===== config.mk =====
export PLATFORM = sky130hd
export DESIGN_NAME = barcode_line_sampler
export DESIGN_NICKNAME = d
export VERILOG_FILES = /design/src/rtl/barcode_line_sampler.sv
export SDC_FILE = /design/constraint.sdc
export NUM_CORES = 1
export LEC_CHECK = 0
export BUFFER_PORTS_ARGS = -buffer_cell sky130_fd_sc_hd__buf_2
export CAP_MARGIN = 30
export CORE_MARGIN = 2
export CORE_UTILIZATION = 54
export DETAILED_ROUTE_END_ITERATION = 6
export HOLD_SLACK_MARGIN = 0.06
export MAX_ROUTING_LAYER = met4
export PLACE_DENSITY = 0.81
export SLEW_MARGIN = 20
export SYNTH_ARGS = -nofsm -noshare
export SYNTH_HDL_FRONTEND = slang
export SYNTH_SLANG_ARGS = --single-unit

===== constraint.sdc =====
create_clock -name clk_clk -period 2.6 [get_ports clk_clk]
set_clock_uncertainty 0.1 [all_clocks]
set_input_delay 0.52 -clock clk_clk [delete_from_list [all_inputs] [get_ports clk_clk]]
set_output_delay 0.52 -clock clk_clk [all_outputs]
set_load 0.05 [all_outputs]

===== src/rtl/barcode_line_sampler.sv =====
// Walks a scan line of RGB pixels, thresholds luma into bar bits and streams them as 32-bit words.
// Optional bar/space transition counter is built only when BARCODE_LINE_SAMPLER_EDGE_COUNT_EN is defined.
module barcode_line_sampler #(
   parameter int PIXEL_W       = 8,
   parameter int NUM_PIXELS    = 256,
   parameter int SEL_W         = 8,
   parameter int SETTLE_CYCLES = 2
) (
   input  logic               clk_clk,
   input  logic               reset_reset,
   input  logic               start,
   output logic               busy,
   output logic               done,
   output logic [SEL_W-1:0]   pixelselect_export,
   input  logic [PIXEL_W-1:0] pixelr_export,
   input  logic [PIXEL_W-1:0] pixelg_export,
   input  logic [PIXEL_W-1:0] pixelb_export,
   input  logic [PIXEL_W-1:0] threshold,
   output logic               out_valid,
   input  logic               out_ready,
   output logic [31:0]        out_data,
   output logic [7:0]         out_index,
   output logic [15:0]        edge_count
);

   typedef enum logic [2:0] {IDLE, SETTLE, SAMPLE, EMIT, FINISH} state_t;

   localparam logic [SEL_W-1:0] LAST_SEL    = SEL_W'(NUM_PIXELS - 1);
   localparam logic [3:0]       SETTLE_LAST = 4'(SETTLE_CYCLES - 1);
   // With no settle time the select change goes straight to sampling.
   localparam state_t           AFTER_SEL   = (SETTLE_CYCLES == 0) ? SAMPLE : SETTLE;

   state_t             state_q;
   logic [3:0]         settle_cnt_q;
   logic [SEL_W-1:0]   sel_q;
   logic [PIXEL_W-1:0] thr_q;
   logic [31:0]        word_q;
   logic [4:0]         bit_cnt_q;
   logic [7:0]         idx_q;
   logic               busy_q;
   logic               done_q;
   logic               valid_q;

   logic [PIXEL_W+1:0] luma_sum;
   logic [PIXEL_W-1:0] luma;
   logic               bar_bit;
   logic               last_pixel;
   logic               word_full;

   // Weighted sum is at most 4*max, so the two extra bits hold it and the shift never overflows.
   assign luma_sum   = {2'b00, pixelr_export} + {1'b0, pixelg_export, 1'b0} + {2'b00, pixelb_export};
   assign luma       = luma_sum[PIXEL_W+1:2];
   assign bar_bit    = (luma < thr_q);
   assign last_pixel = (sel_q == LAST_SEL);
   assign word_full  = (bit_cnt_q == 5'd31);

   always_ff @(posedge clk_clk or posedge reset_reset) begin
      if (reset_reset) begin
         state_q      <= IDLE;
         settle_cnt_q <= '0;
         sel_q        <= '0;
         thr_q        <= '0;
         word_q       <= '0;
         bit_cnt_q    <= '0;
         idx_q        <= '0;
         busy_q       <= 1'b0;
         done_q       <= 1'b0;
         valid_q      <= 1'b0;
      end else begin
         done_q <= 1'b0;
         case (state_q)
            IDLE: begin
               if (start) begin
                  thr_q        <= threshold;
                  sel_q        <= '0;
                  word_q       <= '0;
                  bit_cnt_q    <= '0;
                  idx_q        <= '0;
                  settle_cnt_q <= '0;
                  busy_q       <= 1'b1;
                  state_q      <= AFTER_SEL;
               end
            end
            SETTLE: begin
               if (settle_cnt_q == SETTLE_LAST) begin
                  state_q <= SAMPLE;
               end else begin
                  settle_cnt_q <= settle_cnt_q + 4'd1;
               end
            end
            SAMPLE: begin
               word_q[bit_cnt_q] <= bar_bit;
               bit_cnt_q         <= bit_cnt_q + 5'd1;
               settle_cnt_q      <= '0;
               if (word_full || last_pixel) begin
                  valid_q <= 1'b1;
                  state_q <= EMIT;
               end else begin
                  sel_q   <= sel_q + 1'b1;
                  state_q <= AFTER_SEL;
               end
            end
            EMIT: begin
               if (out_ready) begin
                  valid_q <= 1'b0;
                  word_q  <= '0;
                  idx_q   <= idx_q + 8'd1;
                  if (last_pixel) begin
                     done_q  <= 1'b1;
                     state_q <= FINISH;
                  end else begin
                     sel_q   <= sel_q + 1'b1;
                     state_q <= AFTER_SEL;
                  end
               end
            end
            FINISH: begin
               busy_q  <= 1'b0;
               state_q <= IDLE;
            end
            default: state_q <= IDLE;
         endcase
      end
   end

`ifdef BARCODE_LINE_SAMPLER_EDGE_COUNT_EN
   logic        prev_bit_q;
   logic [15:0] edge_cnt_q;

   // Pixel 0 has no predecessor in this scan, so it only seeds prev_bit_q.
   always_ff @(posedge clk_clk or posedge reset_reset) begin
      if (reset_reset) begin
         prev_bit_q <= 1'b0;
         edge_cnt_q <= '0;
      end else if (state_q == IDLE && start) begin
         edge_cnt_q <= '0;
      end else if (state_q == SAMPLE) begin
         prev_bit_q <= bar_bit;
         if (sel_q != '0 && bar_bit != prev_bit_q && edge_cnt_q != 16'hFFFF) begin
            edge_cnt_q <= edge_cnt_q + 16'd1;
         end
      end
   end

   assign edge_count = edge_cnt_q;
`else
   assign edge_count = 16'd0;
`endif

   assign busy               = busy_q;
   assign done               = done_q;
   assign out_valid          = valid_q;
   assign out_data           = word_q;
   assign out_index          = idx_q;
   assign pixelselect_export = sel_q;

endmodule


==> impl_metrics.csv <==
group,metric,value,unit
routing,firstDrtPassIters,5,
die,dieArea,8630,sq um
critical_path,cp-start-kind,"primary input",
final_layout,drive_gt1_frac,0.357,
die,num_io_pins,103,
global_routing,grt_pass1_wl,17700,um
global_routing,grt_usage,0.265,
critical_path,cp_top_family,"adder cells",
routing,vias,3997,
critical_path,worstPathMaxFanout,8,
routing,wl_met2,5890,um
synth,yosysTopAreaCell,"dfrtp_1",
sta,tns,-23.24,ns
routing,drc,0,
critical_path,cp.arrival,3.60,ns
routing,drtIter0Drc,293,
die,die_width,92.9,um
routing,drt-total-wl,11400,um
sta,hold_violations,0,
clocking,tritoncts,"yes",
synth,synth-edff-count,0,
sta,max_slew_margin,0.546,
power,vdd_drop_max,0.000746,V
critical_path,path_buf_inv,2,
die,fp-row-count,32,
final_layout,fin_cells,691,
place,routabilityCongestion,0.794,
critical_path,r2r_start,"bit_cnt_q[0]",
clocking,cts-hold-fix-buffers,0,
clocking,htree_levels,3,
critical_path,cpPeakStageDelay,0.48,ns
critical_path,ff2ff_setup_slack,0.25,ns
synth,ys_top_cells_by_area,"dfrtp_1 (42%), o21ai_0 (11%), ha_1 (6.7%), a21oi_1 (4.8%), fa_1 (3.8%)",
synth,synth_flop_cell,"dfrtp_1",
routing,routed.top_layer,"met4",
synth,synth_top_cells_by_count,"o21ai_0 (95), dfrtp_1 (71), nand2_1 (42)",
die,die_y,92.9,um
routing,antenna_left,0,
outcome,violations,"negative setup slack",
critical_path,crit_slowest_cell,"fa_1",
synth,synth.most_common_cell,"o21ai_0",
worst_hold_path,hp-class,"in -> async",
sta,slew_violations,0,
die,core,7690,sq um
clocking,numCtsBuffers,9,
final_layout,finalNetCount,651,
synth,async_flop_share,1.00,
routing,drt-met1-wl,4520,um
clocking,insertion_delay,0.36,ns
sta,fin_crit,3.41,ns
synth,yosysWarnings,0,
synth,synth_top_area_share,0.416,
sta,finalSetupViolations,32,
outcome,outcome,"complete, but fails checks",
place,dp_cells,663,
global_routing,antenna_found_initial,0,
sta,rsz0062_at_grt,"true",
final_layout,diodes,0,
run,maxCapViolCount,0,
synth,yosysSeqAreaShare,0.416,
critical_path,r2r-end,"pixelselect_export[7]",
place,io_buffers,86,
synth,ys_types,49,
clocking,cts_sinks,71,
critical_path,cp.required,2.79,ns
power,total_power,5.71,mW
sta,clock.fmax,0.293,GHz
routing,via_per_inst,5.78,
routing,wl_met3,723,um
critical_path,crit_type,"in -> reg",
global_routing,grt_max_degree,72,
place,hpwl,7270,um
clocking,clockBufferDepth,2,
critical_path,end_kind,"flip-flop",
synth,syn_avg_cell_area,8.98,sq um
critical_path,crit_chain,"buf_2, fa_1, ha_1, nand3_1, o2111ai_2, xor2_1, ha_1, a21o_4, or3b_4, o21ai_4, nor2_4, buf_12, o21ai_1",
synth,syn_inst,475,
synth,yosys_register_bits,71,
synth,synthesis.area,4270,sq um
critical_path,r2r_cells,8,
global_routing,grt_pass1_vias,3799,
global_routing,grt.overflow.total,0,
sta,worst_slew_pin_slew,0.679,ns
sta,layout_worst_path_cycle_share,1.31,
power,p_leak,2.71,nW
power,powerDensity,1030,nW/um^2
clocking,root_buffer,"clkbuf_8",
final_layout,area_growth,30.1,%
clocking,clkTransAtPathRegs,0.08,ns
routing,wl_per_cell,16.5,um
die,initial_core_util,0.555,
critical_path,crit_top_cell,"ha_1",
sta,setup_ws,-0.811,ns
## cell usage in the layout, fill, tap and decap left out, drive strengths merged, types with 4 or more instances in the layout
cell type	netlist	layout
buf	29	122
o21ai	96	96
dfrtp	71	71
nand2	42	42
a21oi	42	42
nor2	27	27
ha	23	23
inv	22	22
conb	1	16
xor2	11	11
clkbuf	10	10
nand3	9	9
fa	8	8
nand4	7	7
nand2b	7	7
o22a	6	6
a21o	6	6
and3	6	6
nor3	5	5
or3b	5	5
nor3b	5	5
a2111oi	4	4
or2	4	4
clkinv	0	4
## state kept, by name, summed over array words and instances (netlist names)
name	count
thr_q	8
pixelselect_export	8
out_index	8
state_q	3
bit_cnt_q	5
done	1
out_valid	1
settle_cnt_q	4
busy	1
out_data	32
## worst register-to-register path, stage by stage, from the launching register on
cell and delay, ns:
dfrtp_1 0.44, ha_1 0.25, and3_1 0.21, ha_1 0.22
inv_1 0.06, o21ai_0 0.08, or4_1 0.56, nor3_2 0.23
o22a_1 0.15
## repair_timing
action                                  4_1_cts  5_1_grt
endpoints found under the setup margin       32       32
pin swaps                                    25       14
gates resized for setup                      29       27
setup buffers                                 8        5
## logic make-up after synthesis
group           after synthesis  synth area share
xor+xnor                     13            0.0267
mux                           2           0.00528
compound gates              165             0.214
other cells                   1          0.000879
buf+inv                      61            0.0724
fa+ha+maj                    31             0.105
flops                        71             0.416
simple gates                131             0.159
## metrics by stage
stage	hold slack [ns]	utilization	setup slack, ns	cell area (sq um)
finish	0.125	0.722	-0.811	5550
global route	0.156	0.722	-0.873	5550
CTS	0.149	0.701	-0.721	5390
detailed placement	0.396	0.651	-1.22	5000
global placement	0.390	0.651	-1.11	5000
floorplan	0.382	-	-0.806	4480
## how the worst max path moves through the flow
stage | from | end | slack (ns) | cells past startpoint
global placement | pixelb_export[1] | out_data[0] | -1.11 | 16
floorplan | pixelb_export[1] | out_data[0] | -0.81 | 14
finish | pixelr_export[5] | out_data[17] | -0.81 | 13
CTS | pixelr_export[1] | out_data[20] | -0.72 | 16
detailed placement | pixelb_export[1] | out_data[0] | -1.22 | 16
global route | pixelr_export[5] | out_data[21] | -0.87 | 13
## routing by layer
metal | GRT usage | up-vias
met3 | 0.0610 | 33
met1 | 0.321 | 1922
li1 | - | 1860
met5 | - | -
met4 | 0.100 | 0
met2 | 0.434 | 182
## power by group
group	switching, mW	internal (mW)
clock	0.443	0.440
combinational	2.04	1.25
sequential	0.241	1.30
## final cells by class
class	count	area (sq um)
multi-input cells	358	2590
fillers	579	2140
flip-flops and latches	71	1780
repair buffers	122	777
clock buffers	10	128
well taps	102	128
inverters	22	92.6
clock inverters	6	61.3
No activity file was read; power rests on OpenSTA's default activity.
